**src/rtl/oloc_writeback_if.sv**
```systemverilog
// -----------------------------------------------------------------------------
// oloc_writeback_if
// Bundles the result-capture and memory-arbiter signals of oloc_writeback.
//   slave  : the writeback stage's view (takes results and grant, drives the
//            arbiter request and the data-memory write port)
//   master : the surrounding system's view (R-calc stage, arbiter, memory)
//
// Handshakes:
//   * write_to_oloc is a one-cycle valid strobe with no back-pressure. The
//     result is either queued or, when the queue is full and nothing drains
//     in that cycle, dropped and flagged.
//   * memory_rqt_wb / grant_wb is request/grant. A word moves to memory on
//     every cycle where the stage is in its write phase, grant_wb is high and
//     an entry is queued. The write appears on dmem_wr_* one cycle later. A
//     grant with no request pending has no effect.
// -----------------------------------------------------------------------------
interface oloc_writeback_if #(
  parameter int RES_W  = 64,
  parameter int OUT_W  = 32,
  parameter int ADDR_W = 17
);
  logic              write_to_oloc;
  logic [RES_W-1:0]  rcal_result;
  logic [ADDR_W-1:0] outputloc;
  logic              done_layer_in;
  logic              grant_wb;
  logic              memory_rqt_wb;
  logic              dmem_wr_en;
  logic [ADDR_W-1:0] dmem_wr_addr;
  logic [OUT_W-1:0]  dmem_wr_data;

  modport slave (
    input  write_to_oloc, rcal_result, outputloc, done_layer_in, grant_wb,
    output memory_rqt_wb, dmem_wr_en, dmem_wr_addr, dmem_wr_data
  );

  modport master (
    output write_to_oloc, rcal_result, outputloc, done_layer_in, grant_wb,
    input  memory_rqt_wb, dmem_wr_en, dmem_wr_addr, dmem_wr_data
  );
endinterface

```
**src/rtl/oloc_writeback.sv**
```systemverilog
// -----------------------------------------------------------------------------
// oloc_writeback
// Stage after the R-calculation stage. It rescales and saturates each 64-bit
// fixed-point result to the memory word width and queues it with its output
// location. It drains the queue into data memory through the arbiter, and it
// pulses layer_done once every result of a layer has been written.
//
// Ports:
//   clk, reset  : clock; asynchronous active-high reset
//   bus         : oloc_writeback_if.slave (results in, arbiter + memory out)
//   fifo_level  : entries currently queued
//   overflow    : sticky, a result was dropped on a full queue
//   layer_done  : one-cycle pulse, layer fully committed to memory
//   fsm_state   : current drain FSM state (0 IDLE, 1 REQ, 2 WRITE)
// -----------------------------------------------------------------------------
module oloc_writeback #(
  parameter int DEPTH      = 8,
  parameter int RES_W      = 64,
  parameter int OUT_W      = 32,
  parameter int FRAC_SHIFT = 28,
  parameter int ADDR_W     = 17
) (
  input  logic                     clk,
  input  logic                     reset,
  oloc_writeback_if.slave          bus,
  output logic [$clog2(DEPTH):0]   fifo_level,
  output logic                     overflow,
  output logic                     layer_done,
  output logic [1:0]               fsm_state
);

  localparam int PTR_W = $clog2(DEPTH);
  localparam int LVL_W = PTR_W + 1;
  localparam int ENT_W = ADDR_W + OUT_W;

  // Saturation bounds of the output word, sign-extended to the result width.
  localparam logic signed [RES_W-1:0] SAT_MAX =
    {{(RES_W-OUT_W+1){1'b0}}, {(OUT_W-1){1'b1}}};
  localparam logic signed [RES_W-1:0] SAT_MIN =
    {{(RES_W-OUT_W+1){1'b1}}, {(OUT_W-1){1'b0}}};

  typedef enum logic [1:0] {
    IDLE  = 2'd0,
    REQ   = 2'd1,
    WRITE = 2'd2
  } state_t;

  state_t            state, state_next;
  logic [ENT_W-1:0]  mem [DEPTH];
  logic [PTR_W-1:0]  wr_ptr, rd_ptr;
  logic [LVL_W-1:0]  level, level_next;
  logic              full, empty, push, pop, drop;
  logic              pending_done, pend_eff, fire;
  logic              rqt_q, wr_en_q;
  logic [ADDR_W-1:0] wr_addr_q;
  logic [OUT_W-1:0]  wr_data_q;
  logic signed [RES_W-1:0] shifted;
  logic [OUT_W-1:0]  conv_data;

  // Rescale then clamp into the signed output word range.
  always_comb begin
    shifted = $signed(bus.rcal_result) >>> FRAC_SHIFT;
    if (shifted > SAT_MAX) begin
      conv_data = {1'b0, {(OUT_W-1){1'b1}}};
    end else if (shifted < SAT_MIN) begin
      conv_data = {1'b1, {(OUT_W-1){1'b0}}};
    end else begin
      conv_data = shifted[OUT_W-1:0];
    end
  end

  assign full  = (level == LVL_W'(DEPTH));
  assign empty = (level == '0);
  assign pop   = (state == WRITE) && bus.grant_wb && !empty;
  // A full queue still accepts a result when the head leaves in the same cycle.
  assign push  = bus.write_to_oloc && (!full || pop);
  assign drop  = bus.write_to_oloc && full && !pop;
  assign level_next = level + LVL_W'(push) - LVL_W'(pop);

  // Layer closes when nothing is queued after this edge and no write will be
  // on the memory port; a done marker arriving with a push waits for that push.
  assign pend_eff = pending_done || bus.done_layer_in;
  assign fire     = pend_eff && (level_next == '0) && !pop;

  always_comb begin
    state_next = state;
    case (state)
      IDLE:    if (!empty) state_next = REQ;
      REQ:     if (bus.grant_wb) state_next = WRITE;
      // Leaving on a lost grant keeps the head queued; it is retried via REQ.
      WRITE:   if (!pop || (level_next == '0)) state_next = IDLE;
      default: state_next = IDLE;
    endcase
  end

  always_ff @(posedge clk or posedge reset) begin
    if (reset) begin
      state        <= IDLE;
      wr_ptr       <= '0;
      rd_ptr       <= '0;
      level        <= '0;
      overflow     <= 1'b0;
      rqt_q        <= 1'b0;
      wr_en_q      <= 1'b0;
      wr_addr_q    <= '0;
      wr_data_q    <= '0;
      pending_done <= 1'b0;
      layer_done   <= 1'b0;
    end else begin
      state        <= state_next;
      rqt_q        <= (state_next != IDLE);
      level        <= level_next;
      wr_en_q      <= pop;
      pending_done <= pend_eff && !fire;
      layer_done   <= fire;
      if (push) wr_ptr <= wr_ptr + PTR_W'(1);
      if (pop) begin
        rd_ptr                 <= rd_ptr + PTR_W'(1);
        {wr_addr_q, wr_data_q} <= mem[rd_ptr];
      end
      if (drop) overflow <= 1'b1;
    end
  end

  // Storage needs no reset: the pointers and level define what is valid.
  always_ff @(posedge clk) begin
    if (push) mem[wr_ptr] <= {bus.outputloc, conv_data};
  end

  assign bus.memory_rqt_wb = rqt_q;
  assign bus.dmem_wr_en    = wr_en_q;
  assign bus.dmem_wr_addr  = wr_addr_q;
  assign bus.dmem_wr_data  = wr_data_q;
  assign fifo_level        = level;
  assign fsm_state         = state;

endmodule

```
**src/flat_wrapper.sv**
```systemverilog
// flat-port wrapper written by rule: the top's interface ports become plain ports
module oloc_writeback_flat 
#(
  parameter int DEPTH      = 8,
  parameter int RES_W      = 64,
  parameter int OUT_W      = 32,
  parameter int FRAC_SHIFT = 28,
  parameter int ADDR_W     = 17
)
  (clk, reset, fifo_level, overflow, layer_done, fsm_state, bus_write_to_oloc, bus_rcal_result, bus_outputloc, bus_done_layer_in, bus_grant_wb, bus_memory_rqt_wb, bus_dmem_wr_en, bus_dmem_wr_addr, bus_dmem_wr_data);
  oloc_writeback_if #(.RES_W(RES_W), .OUT_W(OUT_W), .ADDR_W(ADDR_W)) bus_i ();
  input  logic clk;
  input  logic reset;
  output logic [$clog2(DEPTH):0] fifo_level;
  output logic overflow;
  output logic layer_done;
  output logic [1:0] fsm_state;
  input wire logic [$bits(bus_i.write_to_oloc)-1:0] bus_write_to_oloc;
  input wire logic [$bits(bus_i.rcal_result)-1:0] bus_rcal_result;
  input wire logic [$bits(bus_i.outputloc)-1:0] bus_outputloc;
  input wire logic [$bits(bus_i.done_layer_in)-1:0] bus_done_layer_in;
  input wire logic [$bits(bus_i.grant_wb)-1:0] bus_grant_wb;
  output wire logic [$bits(bus_i.memory_rqt_wb)-1:0] bus_memory_rqt_wb;
  output wire logic [$bits(bus_i.dmem_wr_en)-1:0] bus_dmem_wr_en;
  output wire logic [$bits(bus_i.dmem_wr_addr)-1:0] bus_dmem_wr_addr;
  output wire logic [$bits(bus_i.dmem_wr_data)-1:0] bus_dmem_wr_data;
  assign bus_i.write_to_oloc = bus_write_to_oloc;
  assign bus_i.rcal_result = bus_rcal_result;
  assign bus_i.outputloc = bus_outputloc;
  assign bus_i.done_layer_in = bus_done_layer_in;
  assign bus_i.grant_wb = bus_grant_wb;
  assign bus_memory_rqt_wb = bus_i.memory_rqt_wb;
  assign bus_dmem_wr_en = bus_i.dmem_wr_en;
  assign bus_dmem_wr_addr = bus_i.dmem_wr_addr;
  assign bus_dmem_wr_data = bus_i.dmem_wr_data;
  oloc_writeback #(.DEPTH(DEPTH), .RES_W(RES_W), .OUT_W(OUT_W), .FRAC_SHIFT(FRAC_SHIFT), .ADDR_W(ADDR_W)) u_core (.clk(clk), .reset(reset), .bus(bus_i), .fifo_level(fifo_level), .overflow(overflow), .layer_done(layer_done), .fsm_state(fsm_state));
endmodule
```
**config.mk**
```make
export PLATFORM = sky130hd
export DESIGN_NAME = oloc_writeback_flat
export DESIGN_NICKNAME = d
export VERILOG_FILES = /design/src/rtl/oloc_writeback_if.sv /design/src/rtl/oloc_writeback.sv /design/src/flat_wrapper.sv
export SDC_FILE = /design/constraint.sdc
export NUM_CORES = 1
export LEC_CHECK = 0
export ABC_AREA = 1
export BUFFER_PORTS_ARGS = -buffer_cell sky130_fd_sc_hd__buf_2
export CAP_MARGIN = 0
export CORE_AREA = 3 3 182 220
export CTS_CLUSTER_SIZE = 8
export DETAILED_ROUTE_END_ITERATION = 7
export DIE_AREA = 0 0 185 223
export GPL_TIMING_DRIVEN = 0
export HOLD_SLACK_MARGIN = 0.02
export PLACE_DENSITY = 0.68
export SLEW_MARGIN = 20
export SYNTH_ARGS = -nofsm -noshare
export SYNTH_HDL_FRONTEND = slang
export SYNTH_SLANG_ARGS = --single-unit
```
**constraint.sdc**
```tcl
create_clock -name clk -period 12.7 [get_ports clk]
set_clock_uncertainty 0.05 [all_clocks]
set_input_delay 0.635 -clock clk [delete_from_list [all_inputs] [get_ports clk]]
set_output_delay 0.635 -clock clk [all_outputs]
set_load 0.05 [all_outputs]
```
======== Word level (Yosys, flattened, before mapping) ========
Memory sizes are Yosys's and may differ from the RTL's. A register that Yosys moved wholly into a read port is not among the register bits.
Index checks and enable logic that the tools add are counted.
storage, ports and cells
  register bits ........................... 17
  memory bits (writable) .................. 392
  word-level logic and storage cells ...... 46
  memories kept ........................... 1
cells by class
  add/sub/neg operators ................... 4
  order comparisons ....................... 2
  equal/unequal tests ..................... 3
  multiplexer cells ....................... 8
  reduce and logical (&&, ||, !) cells .... 19
memories
  memory      depth  bits a word  read ports  clocked after memory_dff  write ports  line                  source
  u_core.mem  8      49           1           1                         1            oloc_writeback.sv:49  logic [ENT_W-1:0] mem [DEPTH];
operators with widths
  kind                    number
  $mux W32                2
  $gt A36 B32 Y1 const B  1
  $lt A36 B32 Y1 const B  1
  $logic_and A1 B1 Y1     8
  $logic_not A4 Y1        2
  $add A3 B1 Y3 const B   2
  $mux W2                 3
  $pmux W2 S3             1
  $add A4 B1 Y4           1
  $eq A4 B4 Y1 const B    1
  $logic_not A1 Y1        4
  $sub A4 B1 Y4           1
  $logic_or A1 B1 Y1      3
  $eq A2 B1 Y1 const B    1
  $eq A2 B2 Y1 const B    1
  $logic_not A2 Y1        1
  $mux W1                 2
  $reduce_bool A2 Y1      1

======== Longest topological paths before layout ========
Gate-level depths: netlist of run 1.
  depth after elaboration ................. 12
  mapped depth ............................ 17
  gate-level depth less buffers ........... 17

======== Worst setup path before layout of run 1 ========
OpenSTA, ideal clock, no wires.
  path type ............................... register -> register
  from .................................... reg u_core.level[2], in the netlist u_core.fifo_level[2]
  to ...................................... mem u_core.mem[3][0] in the netlist's numbering, enable pin
  arrival time ............................ 4.843 ns
  data required time ...................... 12.134 ns
  path slack .............................. 7.290 ns
  stages on the path, launching flop included .. 8
  path buffers ............................ 0
  cell sequence ........................... dfrtp_1 -> inv_1 -> ha_1 -> nand2_1 -> nand3_2 -> nand2_1 -> nand2_1 -> nor3_1
on the way
  cells in the longest elaborated chain, start to end .. 7
ends and longest elaborated chain
  element                          line                   source
  start, declared                  oloc_writeback.sv:51   logic [LVL_W-1:0] level, level_next;
  start signal, assigned           oloc_writeback.sv:112  level <= level_next;
  $logic_not A4 Y1                 oloc_writeback.sv:73   assign empty = (level == '0);
  $logic_not A1 Y1                 oloc_writeback.sv:74   assign pop = (state == WRITE) && bus.grant_wb && !empty;
  $logic_and A1 B1 Y1              oloc_writeback.sv:74
  $logic_or A1 B1 Y1 *             oloc_writeback.sv:76   assign push = bus.write_to_oloc && (!full || pop);
  $logic_and A1 B1 Y1 *            oloc_writeback.sv:76
  $mux W1 *                        oloc_writeback.sv:127  if (push) mem[wr_ptr] <= {bus.outputloc, conv_data};
  $mux W1 (not written as such) *  oloc_writeback.sv:127
  end, declared                    oloc_writeback.sv:49
Mark *: on every way between the ends. The rest lies on a longest branch, timed or not.

======== Final worst setup path of run 1 ========
  from .................................... reg u_core.level[2], in the netlist u_core.fifo_level[2]
  to ...................................... reg u_core.pending_done
on the way
  cells in the longest elaborated chain, start to end .. 12
ends and longest elaborated chain
  element                line                   source
  $logic_not A4 Y1 *     oloc_writeback.sv:73
  $logic_not A1 Y1 *     oloc_writeback.sv:74
  $logic_and A1 B1 Y1 *  oloc_writeback.sv:74
  via u_core.pop         oloc_writeback.sv:52   logic full, empty, push, pop, drop;
  $logic_or A1 B1 Y1     oloc_writeback.sv:76
  $logic_and A1 B1 Y1    oloc_writeback.sv:76
  $add A4 B1 Y4          oloc_writeback.sv:78   assign level_next = level + LVL_W'(push) - LVL_W'(pop);
  $sub A4 B1 Y4          oloc_writeback.sv:78
  $logic_not A4 Y1       oloc_writeback.sv:83   assign fire = pend_eff && (level_next == '0) && !pop;
  $logic_and A1 B1 Y1    oloc_writeback.sv:83
  $logic_and A1 B1 Y1 *  oloc_writeback.sv:83
  via u_core.fire        oloc_writeback.sv:53   logic pending_done, pend_eff, fire;
  $logic_not A1 Y1 *     oloc_writeback.sv:114  pending_done <= pend_eff && !fire;
  $logic_and A1 B1 Y1 *  oloc_writeback.sv:114
  end signal, assigned   oloc_writeback.sv:114
  end, declared          oloc_writeback.sv:53
Mark *: on every way through the listed nets, which the timed path passes. The rest lies on a longest branch.
A chain may end at the register's enable or synchronous reset.

==> results of run 1 <==
[how the worst max path moves through the flow]
| stage | startpoint | to |
|---|---|---|
| 6_report | u_core.fifo_level[2]$_DFF_PP0_ | u_core.pending_done$_DFF_PP0_ |
| 5_1_grt | u_core.fifo_level[2]$_DFF_PP0_ | u_core.pending_done$_DFF_PP0_ |
| 4_1_cts | u_core.fifo_level[2]$_DFF_PP0_ | u_core.pending_done$_DFF_PP0_ |
| 3_5_place_dp | bus_grant_wb | u_core.pending_done$_DFF_PP0_ |
| 3_3_place_gp | bus_grant_wb | u_core.mem[3][25]$_DFFE_PP_ |
| 2_1_floorplan | u_core.fifo_level[2]$_DFF_PP0_ | u_core.mem[3][0]$_DFFE_PP_ |
[layer usage]
metal  global-route usage  wire [um]  vias to the layer above
met5                    0          0                        -
met4               0.0855       1440                        0
met3               0.0448       3590                      114
met2                0.406      24400                      557
met1                0.299      19000                     6240
li1                     -          -                     6221
[logic make-up (layout without fill, tap and decap cells)]
family / after synthesis / in the layout / share of synthesized area
AO/OA/AOI/OAI: 87 / 87 / 0.0263
buffers and inverters: 263 / 539 / 0.0590
XOR/XNOR: 3 / 3 / 0.00139
flip-flops: 458 / 458 / 0.709
other: 0 / 1 / 0
adder cells (fa/ha/maj): 9 / 9 / 0.00634
AND/OR/NAND/NOR: 924 / 924 / 0.198
[timing repair]
action,4_1_cts,5_1_grt
endpoints found under the setup margin,0,0
hold buffers,1,0
hold endpoints to repair,20,0
[cells in the final DEF, fill, tap and decap left out, types with 4 or more instances in the layout]
cell and count:
buf_6 15, buf_1 6, nor3_2 4, buf_16 6, o21ai_0 41, nand2_1 628, ha_1 8, edfxtp_1 392
buf_2 160, inv_1 166, clkbuf_1 80, nor2_4 4, nor2_1 76, o211ai_1 15, clkbuf_16 69, nand3_1 208
dfrtp_1 66, buf_4 23, o21ai_1 26
[layout make-up]
cell class,instances,share of cell area
Antenna cell,1,0.000111
Buffer,93,0.0212
Clock buffer,117,0.0844
Clock inverter,6,0.00293
Inverter,170,0.0283
Multi-Input combinational cell,1023,0.197
Sequential cell,458,0.594
Tap cell,480,0.0266
Timing Repair Buffer,153,0.0461
[through the flow]
stage	power, uW	cell area, um^2	hold WS, ns	worst slack (ns)
2_1_floorplan	3320	18900	0.419	7.29
3_3_place_gp	3870	20100	0.404	3.97
3_5_place_dp	3960	20600	0.409	9.24
4_1_cts	5620	22600	0.271	9.40
5_1_grt	5890	22600	0.286	9.22
6_report	5600	22600	0.282	9.40
[flip-flops by register name, summed over array words and instances, names as in the netlist, 2 cells and up]
register,flops
u_core.mem,392
u_core.fifo_level,4
u_core.bus.dmem_wr_addr,17
u_core.rd_ptr,3
u_core.wr_ptr,3
u_core.bus.dmem_wr_data,32
u_core.fsm_state,2
[power by group]
part	internal (uW)	switching [uW]	total (uW)
registers	1920	84.2	2000
logic	527	1420	1950
clock network	1020	631	1650
[worst max-delay path: stages (launching register included)]
cell and delay, ns:
dfrtp_1 0.35, inv_1 0.07, ha_1 0.24, a21oi_2 0.49
buf_2 0.41, ha_1 0.29, inv_1 0.06, ha_1 0.17
inv_1 0.07, fa_1 0.50, nand2_1 0.07, nor2_1 0.11
nand3_1 0.12, nor2_1 0.13, nor2_1 0.05
==> impl_metrics.yaml, run 1 <==
placement:
  gp_congestion: 0.788
  port_buffers: 116
  place_inst: 2376
  post-dp-hpwl_mm: 32.2
yosys:
  synth_top_area_frac: 0.622
  synthTopCellsByCount: "nand2_1 (628), edfxtp_1 (392), nand3_1 (208), inv_1 (167), nor2_1 (80)"
  ys_types: 27
  synthTopCellsByArea: "edfxtp_1 (62%), nand2_1 (12%), dfrtp_1 (8.7%)"
  synthFlopType: "edfxtp_1"
  ys_ff_latch: 458
  yosys_warnings: 0
  seq_area_frac_synth: 0.709
  syn-num-nets: 1839
  synth_edf_count: 392
  yosysMostFrequentCell: "nand2_1"
  synth_top_area_cell: "edfxtp_1"
  postSynthAreaPerCell_um2: 10.9
  syn_area_um2: 18900
  async_flop_share: 0.144
  synthCells: 1744
clock_tree:
  cts_resized: 0
  numCtsBuffers: 67
  cts_setup_buffers: 0
  cts_tree: "yes"
  clock_latency_ns: 0.57
  max-clock-path-buffers: 3
  cts_max_level: 3
  clkTransAtPathRegs_ns: 0.06
  cts_root_buf: "clkbuf_16"
  clkSinkCount: 458
floorplanning:
  rows: 78
  die_h_um: 223
  num_io_pins: 145
  die_w_um: 185
  initial_core_util: 0.500
  core_area_um2: 37900
  design.die.area_um2: 41300
pwr:
  ir_drop_mv: 0.142
  p_leak_uw: 0.00966
  powerDensity_nw_per_um2: 248
timing:
  finalHoldViolations: 0
  worst_slew_pin_slew_ns: 1.06
  setup-tns-final_ns: 0
  grt_setup_unrepaired: "false"
  finalCriticalPeriod_ns: 3.30
  min_period_over_period: 0.260
  max_freq_mhz: 303
  relSlewSlack: 0.288
  finalSetupViolations: 0
  slew_violations: 0
route:
  drt-initial-drc-count: 1340
  viasPerCell: 5.25
  wl_per_cell_um: 19.4
  drc: 0
  drtPass1Iterations: 5
  ant_nets: 0
  dr_total_vias: 13100
  wirelength_mm: 48.4
global_route:
  grt_pass1_wl_mm: 74.1
  first_global_vias: 13000
  antenna_found_initial: 1
  grt_overflow: 0
  grt_max_degree: 47
  track_usage: 0.236
setup_path:
  crit_required_ns: 13.10
  rr_worst_depth: 14
  ff2ff_setup_slack_ns: 9.40
  r2r-end: "u_core.pending_done$_DFF_PP0_"
  critical_path_class: "reg -> reg"
  cp_data_arrival_time_ns: 3.70
  cp_max_fo: 11
  startpoint_type: "register"
  end_kind: "register"
  rr_startpoint: "u_core.fifo_level[2]$_DFF_PP0_"
finish:
  drive_above_1_share: 0.149
  seq_area_um2: 13400
  fillers: 3033
  fin_cells: 2501
  final_util: 0.597
  multi_input_area_um2: 4440
  nets: 2061
  area_delta_synth_final_pct: 19.4
worst_hold_path:
  whs_path_depth: 3
  hp-class: "in -> reg"
  hold_start: "bus_done_layer_in"
  whs_endpoint: "u_core.pending_done$_DFF_PP0_"
flow_run:
  drv_cap: 0
status:
  status: "finished, final reports clean"
Note: power is estimated with default switching activity, not from simulation.
==> run 2: changes to the inputs <==
PLACE_DENSITY = 0.7   (was 0.68)
clock period = 2.9 ns   (was 12.7 ns; I/O delays follow)
==> impl_metrics.yaml, run 2 (synthesized netlist as in run 1, its figures left out) <==
status:
  status: "finished, final reports clean"
finish:
  largest-register: "u_core.mem"
  nets: 2076
  area_delta_synth_final_pct: 21.2
  final_util: 0.606
  fillers: 2952
  largest_reg_flops: 392
  final_common_cell: "nand2_1"
  drive_above_1_share: 0.151
  diodes: 0
  layout_common_cells: "nand2_1 (625), edfxtp_1 (392), nand3_1 (208)"
  final_area_um2: 22900
pwr:
  ir_drop_mv: 0.659
  p_leak_uw: 0.00975
  powerDensity_nw_per_um2: 1070
timing:
  slew_violations: 0
  finalCriticalPeriod_ns: 2.71
  max_freq_mhz: 369
  finalSetupViolations: 0
  relSlewSlack: 0.315
  worst_slew_pin_slew_ns: 1.02
  grt_setup_unrepaired: "false"
  finalHoldViolations: 0
  fin_worst_hold_slack_ns: 0.0676
  min_period_over_period: 0.935
global_route:
  grt_overflow: 0
  antenna_found_initial: 0
  grt_pass1_wl_mm: 75.5
  track_usage: 0.241
  first_global_vias: 13800
  grt_max_degree: 42
floorplanning:
  initial_core_util: 0.500
  die_w_um: 185
  core_area_um2: 37900
  design.die.area_um2: 41300
  die_h_um: 223
  rows: 78
  num_io_pins: 145
route:
  viasPerCell: 5.36
  dr_total_vias: 13500
  drtPass1Iterations: 7
  wirelength_mm: 49.6
  met3RoutedLength_mm: 3.62
  drt-initial-drc-count: 1291
  wl_per_cell_um: 19.7
  ant_nets: 0
  drt-met1-wl_mm: 19.2
  drc: 0
  wl_met2_mm: 24.9
  top_layer: "met4"
setup_path:
  rr_worst_depth: 14
  rr_startpoint: "u_core.fsm_state[0]$_DFF_PP0_"
  cp_cell_sequence: "inv_1 -> nand3_1 -> a21oi_4 -> buf_4 -> ha_1 -> inv_1 -> ha_1 -> inv_1 -> fa_1 -> nand2_1 -> nor2_1 -> nand3_1 -> nor2_1 -> nor2_1"
  cp_data_arrival_time_ns: 3.11
  critical_path_class: "reg -> reg"
  ff2ff_setup_slack_ns: 0.19
  crit_required_ns: 3.30
  end_kind: "register"
  cp_max_fo: 11
  startpoint_type: "register"
  crit_path_max_incr_delay_ns: 0.52
  cpMaxStageDelayCell: "fa_1"
  r2r-end: "u_core.pending_done$_DFF_PP0_"
placement:
  gp_congestion: 0.798
  post-dp-hpwl_mm: 32.3
  dpl_cell_area_um2: 20700
  port_buffers: 116
worst_hold_path:
  hp-class: "in -> reg"
  hold_start: "bus_rcal_result[33]"
  whs_path_depth: 3
  whs_endpoint: "u_core.mem[4][5]$_DFFE_PP_"
clock_tree:
  cts_root_buf: "clkbuf_16"
  clkSinkCount: 458
  clkTransAtPathRegs_ns: 0.05
  cts_tree: "yes"
  clock_latency_ns: 0.57
  cts_max_level: 3
  numCtsBuffers: 67
  max-clock-path-buffers: 3
flow_run:
  drv_cap: 0
[run 2: layout make-up]
type | instances | area, um^2 | area share
sequential | 458 | 13400 | 0.585
multi-input combinational | 1023 | 4520 | 0.197
clock buffer | 116 | 1880 | 0.0820
timing repair buffer | 168 | 1320 | 0.0577
inverter | 170 | 641 | 0.0279
tap | 480 | 601 | 0.0262
buffer | 93 | 482 | 0.0210
clock inverter | 7 | 68.8 | 0.00300
[run 2: through the flow]
step	setup TNS [ns]	setup WS (ns)	cells	total power [uW]
after floorplan	-31.85	-0.163	1744	14600
after global placement	-464.47	-1.37	2340	17000
after detailed placement	-1.40	-0.382	2367	17500
after CTS	0	0.0275	2512	24700
after global routing	0	0.00571	2515	25900
final	0	0.189	2515	24700
[run 2: per-layer routing]
layer / global-route usage / up-vias
met1: 0.304 / 6376
met5: 0 / -
met4: 0.114 / 0
met2: 0.409 / 701
met3: 0.0346 / 142
li1: - / 6264
[run 2: what timing repair did]
action                                 in CTS  in global routing
resized for setup                           1                  5
setup endpoints to repair                   4                 22
gates cloned                                0                  0
endpoints found under the hold margin     211                  0
buffers inserted                            1                  3
pin swaps                                   0                  2
hold buffers                               21                  0
[run 2: critical path, delay by kind of cell (launching register included)]
kind                       cells  cell delay, ns
adders and majority gates      3            0.94
and+or+nand+nor                6            0.61
buffers and inverters          4            0.43
DFF                            1            0.42
AOI/OAI and AO/OA              1            0.14
[run 2: worst max-delay path by stage]
| stage | startpoint | to | slack [ns] | cells past startpoint |
|---|---|---|---|---|
| after floorplan | u_core.fifo_level[2]$_DFF_PP0_ | u_core.mem[0][0]$_DFFE_PP_ | -0.16 | 6 |
| after global placement | u_core.fifo_level[3]$_DFF_PP0_ | u_core.mem[6][9]$_DFFE_PP_ | -1.37 | 7 |
| after detailed placement | u_core.fifo_level[3]$_DFF_PP0_ | u_core.pending_done$_DFF_PP0_ | -0.38 | 14 |
| after CTS | u_core.fifo_level[3]$_DFF_PP0_ | u_core.mem[4][10]$_DFFE_PP_ | 0.03 | 9 |
| after global routing | u_core.fsm_state[0]$_DFF_PP0_ | u_core.pending_done$_DFF_PP0_ | 0.006 | 14 |
| final | u_core.fsm_state[0]$_DFF_PP0_ | u_core.pending_done$_DFF_PP0_ | 0.19 | 14 |
[run 2: report_power, final]
group	leakage [uW]	internal, uW	switching, uW
Combinational	0.00447	2400	6330
Clock	0.000928	4400	2750
Sequential	0.00435	8400	389
Total	0.00975	15200	9470
